### src/rtl/bus_arbiter.sv
// bus_arbiter: 5-master round-robin arbiter with registered one-hot grant.
// Define BUS_ARB_TIMEOUT_EN to limit a tenure to HOLD_MAX cycles with a timeout pulse.
module bus_arbiter #(
  parameter int HOLD_MAX = 16
) (
  input  logic       clk,
  input  logic       rst,
  input  logic [4:0] req,
  output logic [4:0] grant,
  output logic [2:0] owner,
  output logic       busy,
  output logic       timeout
);
  typedef enum logic {IDLE, OWNED} state_t;
  state_t     state;
  logic [2:0] ptr, o1, nidx;
  logic [4:0] r;
  logic [3:0] w;
  logic       keep, force_rel, go;
  if (HOLD_MAX < 2 || HOLD_MAX > 255) begin : g_hold_range
    $error("bus_arbiter: HOLD_MAX must be within 2..255");
  end
  // {found, index} of the first set bit of m scanning s, s+1, ... mod 5
  function automatic logic [3:0] pick(input logic [4:0] m, input logic [2:0] s);
    logic [3:0] t;
    logic [2:0] j;
    pick = 4'd0;
    for (int k = 4; k >= 0; k--) begin
      t = {1'b0, s} + 4'(k);
      j = 3'(t >= 4'd5 ? t - 4'd5 : t);
      if (m[j]) pick = {1'b1, j};
    end
  endfunction
  assign r    = {req[0], req[1], req[2], req[3], req[4]};
  assign o1   = owner == 3'd4 ? 3'd0 : owner + 3'd1;
  assign keep = state == OWNED && r[owner];
  assign w    = pick(r, state == OWNED ? o1 : ptr);
  assign go   = keep || w[3];
`ifdef BUS_ARB_TIMEOUT_EN
  logic [7:0] cnt;
  logic [3:0] f;
  assign f         = pick(r & ~(5'b00001 << owner), o1);
  assign force_rel = keep && cnt == 8'(HOLD_MAX - 1);
  assign nidx      = force_rel ? (f[3] ? f[2:0] : owner) : keep ? owner : w[2:0];
  always_ff @(posedge clk)
    cnt <= (rst || !keep || force_rel) ? 8'd0 : cnt + 8'd1;
`else
  assign force_rel = 1'b0;
  assign nidx      = keep ? owner : w[2:0];
`endif
  always_ff @(posedge clk)
    if (rst) begin
      state   <= IDLE;
      grant   <= 5'd0;
      owner   <= 3'd0;
      busy    <= 1'b0;
      timeout <= 1'b0;
      ptr     <= 3'd0;
    end else begin
      state   <= go ? OWNED : IDLE;
      grant   <= go ? 5'b10000 >> nidx : 5'd0;
      owner   <= go ? nidx : 3'd0;
      busy    <= go;
      timeout <= force_rel;
      if (state == OWNED && (!keep || force_rel)) ptr <= o1;
    end
endmodule

### config.mk
export PLATFORM = sky130hd
export DESIGN_NAME = bus_arbiter
export DESIGN_NICKNAME = d
export VERILOG_FILES = /design/src/rtl/bus_arbiter.sv
export SDC_FILE = /design/constraint.sdc
export NUM_CORES = 1
export LEC_CHECK = 0
export ABC_AREA = 1
export CAP_MARGIN = 20
export CORE_AREA = 2 2 60 62
export CTS_CLUSTER_SIZE = 25
export DETAILED_ROUTE_END_ITERATION = 16
export DIE_AREA = 0 0 62 64
export GPL_ROUTABILITY_DRIVEN = 0
export PLACE_DENSITY_LB_ADDON = 0.15
export SLEW_MARGIN = 30
export SYNTH_ARGS = -nofsm -noshare
export SYNTH_HDL_FRONTEND = slang
export SYNTH_SLANG_ARGS = --single-unit
### constraint.sdc
create_clock -name clk -period 3.24 [get_ports clk]
set_input_delay 0.324 -clock clk [delete_from_list [all_inputs] [get_ports clk]]
set_output_delay 0.324 -clock clk [all_outputs]
set_load 0.02 [all_outputs]
==> key figures, run 1 <==
Outcome
  – Outcome: complete, no violations

CTS
  – CTS clk-pin slew, worst paths: 0.07 ns
  – Clock buffer depth: 2
  – Clock latency at the later pin of the worst-skew pair: 0.27 ns
  – Clock sinks: 12
  – Hold-fix buffers, CTS: 0
  – Total CTS buffers: 3
  – Clk root buf: clkbuf_4
  – CTS tree: yes
  – H-tree lvl count: 1

Route
  – Via-to-Cell Ratio: 5.12
  – DR pass1 iterations: 4
  – Routed vias: about 1800
  – Post-route antenna net violation count: 0
  – Routed len/inst: about 12 um
  – Drt drc: 0
  – Iter 0 DRT Violations: 82
  – Final WL: 4380 um

Setup path
  – Reg2reg end: grant[4]$_SDFF_PP0_
  – Crit path kind: flop to flop
  – R2r startpoint: owner[0]$_SDFF_PP0_
  – CP Max Fanout: 6
  – Worst R2R Setup Slack: ~0.22 ns
  – Req. time, crit path: 3.42 ns
  – CP Capture Type: flop
  – Worst setup SP type: flop
  – CP Data Arrival Time: 3.20 ns
  – Reg2Reg Depth: 22

Timing
  – Fin crit share: 93.2%
  – Worst hold slack: 0.470 ns
  – Fin crit period: 3.02 ns
  – Final setup viols: 0
  – Fmax: 331 MHz
  – Slew Viols, Final: 0
  – Final Hold Viols: 0
  – Final Skew: 0.00144 ns

Die
  – Site Rows: 21
  – Die Wd: between 60 and 70 um
  – Effective utilization at floorplan: 49.8%
  – Core area: 0.00328 mm2
  – Die Span Y: roughly 64 um
  – Die ar.: about 0.004 mm2
  – Ports: 17

Global route
  – Overall fraction of global-route tracks in use: 22.9%
  – GR Overflow Total: 0
  – Largest net degree at the start of global routing: 9
  – Vias in the first global route: 1607
  – Initial antenna violation count: 0
  – First-pass GRT wire length: 6970 um

Min path
  – Worst hold start: ptr[2]$_SDFFE_PP0P_
  – Hold Crit Class: flop to flop
  – Worst Hold End: ptr[2]$_SDFFE_PP0P_
  – Hold Crit Depth: 2

Synth
  – Commonest cells post-synth: nand2_1 (77), inv_1 (39), nand3_1 (33)
  – Post-synth top area cell: nand2_1
  – Yosys warning total: 0
  – Syn_area_per_cell: 6.11 um2
  – EDFF count, synth: 0
  – Mapped Area: 0.00164 mm2
  – Async set-or-reset flop fraction in the synthesized netlist: 0%
  – Count leader, synth: nand2_1
  – Seq cells post-synth: 12
  – Post-synthesis sequential area ratio: between 10% and 20%
  – Most used flip-flop cell after synthesis: dfxtp_1
  – Synth area leaders: nand2_1 (18%), dfxtp_1 (15%), nand3_1 (10%)
  – Share of the synthesized area in the top cell type: 17.7%
  – Netlist cell types: 31
  – Syn Inst Count: 268
  – Syn Nets: roughly 290

Layout
  – Nets@finish: 326
  – Layout fillers: 300
  – Share of layout cells above drive strength 1: 30.0%
  – Syn-to-layout area delta: 33.7%
  – Diode count: 0

Placed design
  – Hpwl dp: 3430 um
  – IO Port Bufs: 15

Job
  – Max cap viols: 0
==> worst max path at each step <==
stage,from,end,slack (ns)
2_1_floorplan,owner[1]$_SDFF_PP0_,grant[3]$_SDFF_PP0_,0.03
3_5_place_dp,owner[0]$_SDFF_PP0_,grant[3]$_SDFF_PP0_,0.02
4_1_cts,owner[0]$_SDFF_PP0_,owner[1]$_SDFF_PP0_,0.01
3_3_place_gp,owner[0]$_SDFF_PP0_,grant[3]$_SDFF_PP0_,0.06
6_report,owner[0]$_SDFF_PP0_,grant[4]$_SDFF_PP0_,0.22
5_1_grt,owner[0]$_SDFF_PP0_,grant[3]$_SDFF_PP0_,-0.04
==> cells by family (layout without fill, tap and decap cells) <==
logic type / Yosys count / count (layout) / share of synthesized area [%]
and+or+nand+nor: 159 / 159 / 47.9
buffers and inverters: 48 / 87 / 13.0
AOI/OAI and AO/OA: 35 / 35 / 13.2
DFF: 12 / 12 / 14.7
adders and majority gates: 11 / 11 / 8.87
xor gates and xnor gates: 2 / 2 / 2.22
other: 1 / 1 / 0.229
==> layer usage <==
metal  track usage [%]  wire length [um]
met1              30.4              1960
met2              37.1              2100
met3              1.62               198
met4              9.57               121
met5                 0                 0
==> cells in the final DEF, fill, tap and decap left out, types with 2 or more instances in the layout <==
cell	instances
o21ai_4	4
a21oi_1	11
a21oi_2	4
ha_4	4
nand2_4	7
o21ai_0	6
nor2_1	16
nand3_2	2
clkbuf_4	3
buf_4	22
nand2_1	71
nand3b_1	2
nand3_1	31
dfxtp_2	2
clkdlybuf4s50_1	15
nand4_1	3
dfxtp_1	9
a21oi_4	2
nand3_4	2
o21ai_1	6
inv_1	35
inv_2	7
inv_4	2
ha_1	6
nand2_2	20
==> layout make-up <==
class                   instances  area (um2)  share of cell area [%]
well taps                      46        57.6                    2.63
inverters                      45         179                    8.18
flip-flops and latches         12         246                    11.3
multi-input cells             208        1340                    61.3
clock buffers                   4        36.3                    1.66
repair buffers                 38         327                    14.9
==> sequential cells by signal, summed over array words and instances (netlist names) <==
register  count
busy          1
grant         5
owner         3
ptr           3
==> worst max-delay path, cell delays in order, from the launching register on <==
cell and delay (ns):
dfxtp_4 0.37, ha_1 0.21, nand2_1 0.13, nand4_4 0.13, nand2_4 0.12, inv_2 0.09
fa_2 0.39, inv_2 0.08, a21oi_4 0.05, inv_2 0.11, nand2_1 0.05, o21ai_0 0.13
nor2_1 0.08, nand3_1 0.08, inv_1 0.07, a21oi_4 0.15, nand2_1 0.08, nor3_2 0.18
nand3b_1 0.12, nand2_2 0.12, inv_4 0.06, nand3_1 0.06, nor2_1 0.04
==> what timing repair did <==
| item | CTS | global route |
|---|---|---|
| setup endpoints to repair | 1 | 9 |
| setup buffers | 0 | 9 |
| endpoints found under the hold margin | 0 | 0 |
| pin swaps | 0 | 16 |
| resized for setup | 2 | 37 |
==> metrics by stage <==
step                      worst slack, ns  cells  instance area [um2]  utilization, %  TNS [ns]
final                               0.219    353                 2190            66.6         0
after global placement             0.0606    340                 1910            58.2         0
after global routing              -0.0435    353                 2190            66.6    -0.207
after floorplan                    0.0347    268                 1640               -         0
after detailed placement           0.0156    340                 1910            58.2         0
after CTS                          0.0111    344                 1950            59.5         0
Power of run 1 is left out: the tool's default activity adds up to more than one toggle a clock period on the data nets, which glitch-free logic cannot reach.
==> run 2, diff against run 1 <==
--- a/config.mk
+++ b/config.mk
@@ -7,10 +7,10 @@
 export LEC_CHECK = 0
 export ABC_AREA = 1
 export CAP_MARGIN = 20
-export CORE_AREA = 2 2 60 62
+export CORE_AREA = 2 2 55 67
 export CTS_CLUSTER_SIZE = 25
 export DETAILED_ROUTE_END_ITERATION = 16
-export DIE_AREA = 0 0 62 64
+export DIE_AREA = 0 0 57 69
 export GPL_ROUTABILITY_DRIVEN = 0
 export PLACE_DENSITY_LB_ADDON = 0.15
 export SLEW_MARGIN = 30
==> run 2 against run 1 <==
Effect of this change:
- clock skew increased by 0.0018 ns
- sequential cell count stayed put
- final cell count shrank 4.2%
- via count is 3.2% lower
- sequential share of layout area increased by 0.25 points
- die area decreased by 0.88%
- worst hold slack got worse by 0.0028 ns
- register-to-register slack lost 0.02 ns
- worst setup slack got worse by 0.021 ns
- core utilization down 1.7 points
- highest routed layer unchanged
==> key figures, run 2 (synthesized netlist as in run 1, its figures left out) <==
CTS
  – Hold-fix buffers, CTS: 0
  – Clock sinks: 12
  – CTS tree: yes
  – CTS clk-pin slew, worst paths: roughly 0.05 ns
  – Total CTS buffers: 3
  – Clk root buf: clkbuf_8
  – Clock buffer depth: 2
  – Clock latency at the later pin of the worst-skew pair: 0.24 ns
  – H-tree lvl count: 1

Layout
  – Most frequent cells in the layout: nand2_1 (72), inv_1 (35), nand3_1 (31)
  – Leading cell type in the layout, fill and taps excluded: nand2_1
  – Register with the most flip-flops: grant
  – Diode count: 0
  – Share of layout cells above drive strength 1: 28.2%
  – Max reg flops: 5
  – Nets@finish: 320
  – Final instance area: 0.00213 mm2
  – Syn-to-layout area delta: 30.2%
  – Largest regs: grant x5, owner x3, ptr x3

Die
  – Core area: about 0.0033 mm2
  – Site Rows: 23
  – Effective utilization at floorplan: 49.9%
  – Ports: 17
  – Die ar.: 0.00393 mm2
  – Die Span Y: 69 um
  – Die Wd: 57 um

Timing
  – Slew Viols, Final: 0
  – Fin crit share: a little over nine tenths
  – Final Skew: 0.00328 ns
  – Fin crit period: ~3.0 ns
  – Fmax: 329 MHz
  – Final setup viols: 0
  – Final Hold Viols: 0

Route
  – Via-to-Cell Ratio: approximately 5.2
  – Post-route antenna net violation count: 0
  – Final WL: about 4400 um
  – Routed vias: between 1500 and 2000
  – Drt drc: 0
  – Routed len/inst: 13.2 um
  – DR pass1 iterations: 4
  – Iter 0 DRT Violations: 43

Setup path
  – Req. time, crit path: 3.37 ns
  – CP Capture Type: flop
  – CP Max Fanout: 6
  – CP Data Arrival Time: 3.18 ns
  – Crit path kind: flop to flop
  – Worst setup SP type: flop

Global route
  – First-pass GRT wire length: around 7300 um
  – Vias in the first global route: 1689
  – Overall fraction of global-route tracks in use: 23.0%
  – GR Overflow Total: 0
  – Initial antenna violation count: 0
  – Largest net degree at the start of global routing: 14

Job
  – Max cap viols: 0

Min path
  – Hold Crit Class: flop to flop

Placed design
  – Placed cell area: 0.00187 mm2
  – IO Port Bufs: 15
  – Hpwl dp: 3430 um

Outcome
  – Outcome: complete, no violations
run 2: changes by cell type in the layout (fill, tap and decap cells not counted), moves of 2 or more:
| cell | delta |
|---|---|
| ha_2 | +2 |
| nand2_4 | -2 |
| buf_4 | -5 |
| clkbuf_8 | +3 |
| clkbuf_4 | -3 |
run 2: what timing repair did:
item / in CTS / in global routing
resized for setup: 0 / 35
buffers inserted: 0 / 7
setup endpoints to repair: 0 / 9
run 2: final cells by class:
type	count	area (um2)
clock buffers	4	55.1
well taps	37	46.3
flip-flops and latches	12	245
repair buffers	32	278
multi-input cells	208	1330
inverters	45	176
fillers	310	1150
run 2: path summary, 6_finish.rpt:
check / start / cells after the start / slack (ns) / endpoint
setup / recovery: owner[0]$_SDFF_PP0_ / 22 / 0.20 / grant[2]$_SDFF_PP0_
hold / removal: ptr[2]$_SDFFE_PP0P_ / 2 / 0.47 / ptr[2]$_SDFFE_PP0P_
setup reg to reg: owner[0]$_SDFF_PP0_ / 22 / 0.20 / grant[2]$_SDFF_PP0_
hold reg to reg: ptr[2]$_SDFFE_PP0P_ / 2 / 0.47 / ptr[2]$_SDFFE_PP0P_
run 2: critical path, cell delays in order, from the launching register on:
cell and delay [ns]:
dfxtp_4 0.37, inv_2 0.04, ha_1 0.19, nand2_2 0.15, nand4_4 0.13, nand2_4 0.13, inv_2 0.09, fa_2 0.39
inv_2 0.08, a21oi_4 0.06, inv_4 0.10, xor2_2 0.16, nand2_1 0.08, nand3_2 0.07, nand2_2 0.08, a21oi_4 0.19
nand2_1 0.08, nor3_2 0.14, nand3b_1 0.12, nand2_2 0.11, inv_2 0.05, nand2_2 0.08, nor2_1 0.04
run 2: per-layer routing:
layer / vias up / routed length, um / GRT usage (%)
li1: 913 / - / -
met1: 783 / 1810 / 26.7
met2: 40 / 2330 / 41.1
met3: 16 / 160 / 3.56
met4: 0 / 145 / 9.30
met5: - / 0 / 0
run 2: stage by stage:
stage          util [%]  setup TNS, ns  worst slack, ns  hold slack, ns  cells
6_report           65.0              0            0.198           0.467    338
5_1_grt            65.0         -0.113          -0.0483           0.497    338
4_1_cts            58.7              0           0.0305           0.470    331
3_5_place_dp       57.0              0           0.0630           0.463    327
3_3_place_gp       57.0              0           0.0829           0.455    327
2_1_floorplan         -              0           0.0347           0.402    268
Power of run 2 is left out for the same reason.
==> run 3, diff against run 2 <==
--- a/config.mk
+++ b/config.mk
@@ -7,12 +7,13 @@
 export LEC_CHECK = 0
 export ABC_AREA = 1
 export CAP_MARGIN = 20
-export CORE_AREA = 2 2 55 67
+export CORE_AREA = 2 2 51 63
 export CTS_CLUSTER_SIZE = 25
 export DETAILED_ROUTE_END_ITERATION = 16
-export DIE_AREA = 0 0 57 69
+export DIE_AREA = 0 0 53 65
 export GPL_ROUTABILITY_DRIVEN = 0
 export PLACE_DENSITY_LB_ADDON = 0.15
+export REMOVE_ABC_BUFFERS = 1
 export SLEW_MARGIN = 30
 export SYNTH_ARGS = -nofsm -noshare
 export SYNTH_HDL_FRONTEND = slang
==> constraint.sdc (replaced) <==
create_clock -name clk -period 3.6 [get_ports clk]
set_input_delay 0.36 -clock clk [delete_from_list [all_inputs] [get_ports clk]]
set_output_delay 0.36 -clock clk [all_outputs]
set_load 0.02 [all_outputs]
==> run 3 against run 2 <==
Effect of this change:
- first-iteration DRC count rose by 56%
- clock skew rose by 0.0024 ns
- maximum frequency fell by 7.9%
==> key figures, run 3 (synthesized netlist as in run 1, its figures left out) <==
Outcome
  – Outcome: complete, no violations

Die
  – Site Rows: 22
  – Core area: about 0.0029 mm2
  – Die Wd: 53 um
  – Die ar.: 0.00345 mm2
  – Effective utilization at floorplan: 56.6%
  – Die Span Y: approximately 65 um
  – Ports: 17

CTS
  – Clock latency at the later pin of the worst-skew pair: 0.28 ns
  – Clock sinks: 12
  – CTS tree: yes
  – Clock buffer depth: 2
  – CTS clk-pin slew, worst paths: 0.08 ns
  – H-tree lvl count: 1
  – Clk root buf: clkbuf_4
  – Hold-fix buffers, CTS: 0
  – Total CTS buffers: 3

Timing
  – RSZ-0062 raised after global routing: false
  – Fin crit period: 3.30 ns
  – Relative max-transition margin: 59.9%
  – Final Hold Viols: 0
  – Worst-margin pin slew: 0.600 ns
  – Final Skew: 0.00572 ns
  – Slew Viols, Final: 0
  – Fmax: 303 MHz
  – Fin crit share: 91.8%
  – Setup TNS: 0 ns
  – Final setup viols: 0

Placed design
  – IO Port Bufs: 15
  – Hpwl dp: about 3400 um

Layout
  – Layout fillers: 272
  – Largest regs: grant x5, owner x3, ptr x3
  – Register with the most flip-flops: grant
  – Leading cell type in the layout, fill and taps excluded: nand2_1
  – Post-layout util: 64.9%
  – Nets@finish: 306
  – Share of layout cells above drive strength 1: approximately 18%
  – Most frequent cells in the layout: nand2_1 (77), inv_1 (37), nand3_1 (33)
  – Diode count: 0
  – Max reg flops: 5
  – Syn-to-layout area delta: 14.7%

Setup path
  – Req. time, crit path: roughly 3.8 ns
  – Worst setup SP type: flop
  – CP Data Arrival Time: 3.48 ns
  – CP Max Fanout: 8
  – Crit path kind: flop to flop
  – CP Capture Type: flop

Global route
  – Initial antenna violation count: 0
  – Overall fraction of global-route tracks in use: 27.4%
  – Largest net degree at the start of global routing: 14
  – GR Overflow Total: 0
  – Vias in the first global route: 1721
  – First-pass GRT wire length: around 7100 um

Route
  – Via-to-Cell Ratio: around 5.3
  – Routed len/inst: approximately 13 um
  – Final WL: 4050 um
  – Routed vias: 1718
  – DR pass1 iterations: 5
  – Iter 0 DRT Violations: 67
  – Drt drc: 0
  – Post-route antenna net violation count: 0

Job
  – Max cap viols: 0

Min path
  – Hold Crit Class: flop to flop
==> run 3: changes by cell type in the layout (fill, tap and decap cells not counted), sizes merged <==
cell / delta
buf: -14
==> run 3: layer usage <==
metal | part of all wire [%] | routed length, um | up-vias | track usage (%)
li1 | - | - | 888 | -
met1 | 42 | 1690 | 763 | 31.8
met2 | 50 | 2020 | 51 | 48.1
met3 | 4.3 | 175 | 16 | 2.30
met4 | 4.1 | 165 | 0 | 14.4
met5 | 0 | 0 | - | 0
==> run 3: critical path: stages (launching register included) <==
cell      delay [ns]
dfxtp_1         0.37
inv_1           0.10
ha_1            0.31
nand2_1         0.11
o21ai_4         0.12
ha_1            0.26
fa_1            0.36
inv_1           0.12
a21oi_4         0.07
inv_2           0.10
xor2_1          0.22
nand2_1         0.07
nand3_1         0.10
nand2_2         0.08
a21oi_4         0.16
nand2_1         0.09
nor3_2          0.16
nand3b_1        0.12
nand2_2         0.10
inv_2           0.06
nand2_2         0.09
nor2_1          0.04
==> run 3: what timing repair did <==
action,CTS,global route
gates resized for setup,2,5
pin swaps,0,1
setup endpoints to repair,8,9
buffers inserted,0,1
==> run 3: stage by stage <==
step,hold WS (ns),instance area (um2),instances,setup WS (ns)
2_1_floorplan,0.438,1600,265,0.310
3_3_place_gp,0.462,1810,318,-0.0370
3_5_place_dp,0.471,1810,318,-0.108
4_1_cts,0.482,1850,322,0.0747
5_1_grt,0.507,1880,323,0.0180
6_report,0.481,1880,323,0.296
==> run 3: final timing paths <==
check	startpoint	to	slack [ns]	cells after the start
min reg2reg	ptr[2]$_SDFFE_PP0P_	ptr[2]$_SDFFE_PP0P_	0.48	2
max reg2reg	owner[1]$_SDFF_PP0_	grant[2]$_SDFF_PP0_	0.30	21
max	owner[1]$_SDFF_PP0_	grant[2]$_SDFF_PP0_	0.30	21
min	ptr[2]$_SDFFE_PP0P_	ptr[2]$_SDFFE_PP0P_	0.48	2
==> run 3: layout make-up <==
cell class / instances / area [um2] / share of cell area, %
repair buffers: 18 / 173 / 9.20
well taps: 36 / 45.0 / 2.40
multi-input cells: 208 / 1210 / 64.3
inverters: 45 / 174 / 9.27
clock buffers: 4 / 36.3 / 1.93
flip-flops and latches: 12 / 241 / 12.9
Power of run 3 is left out for the same reason.
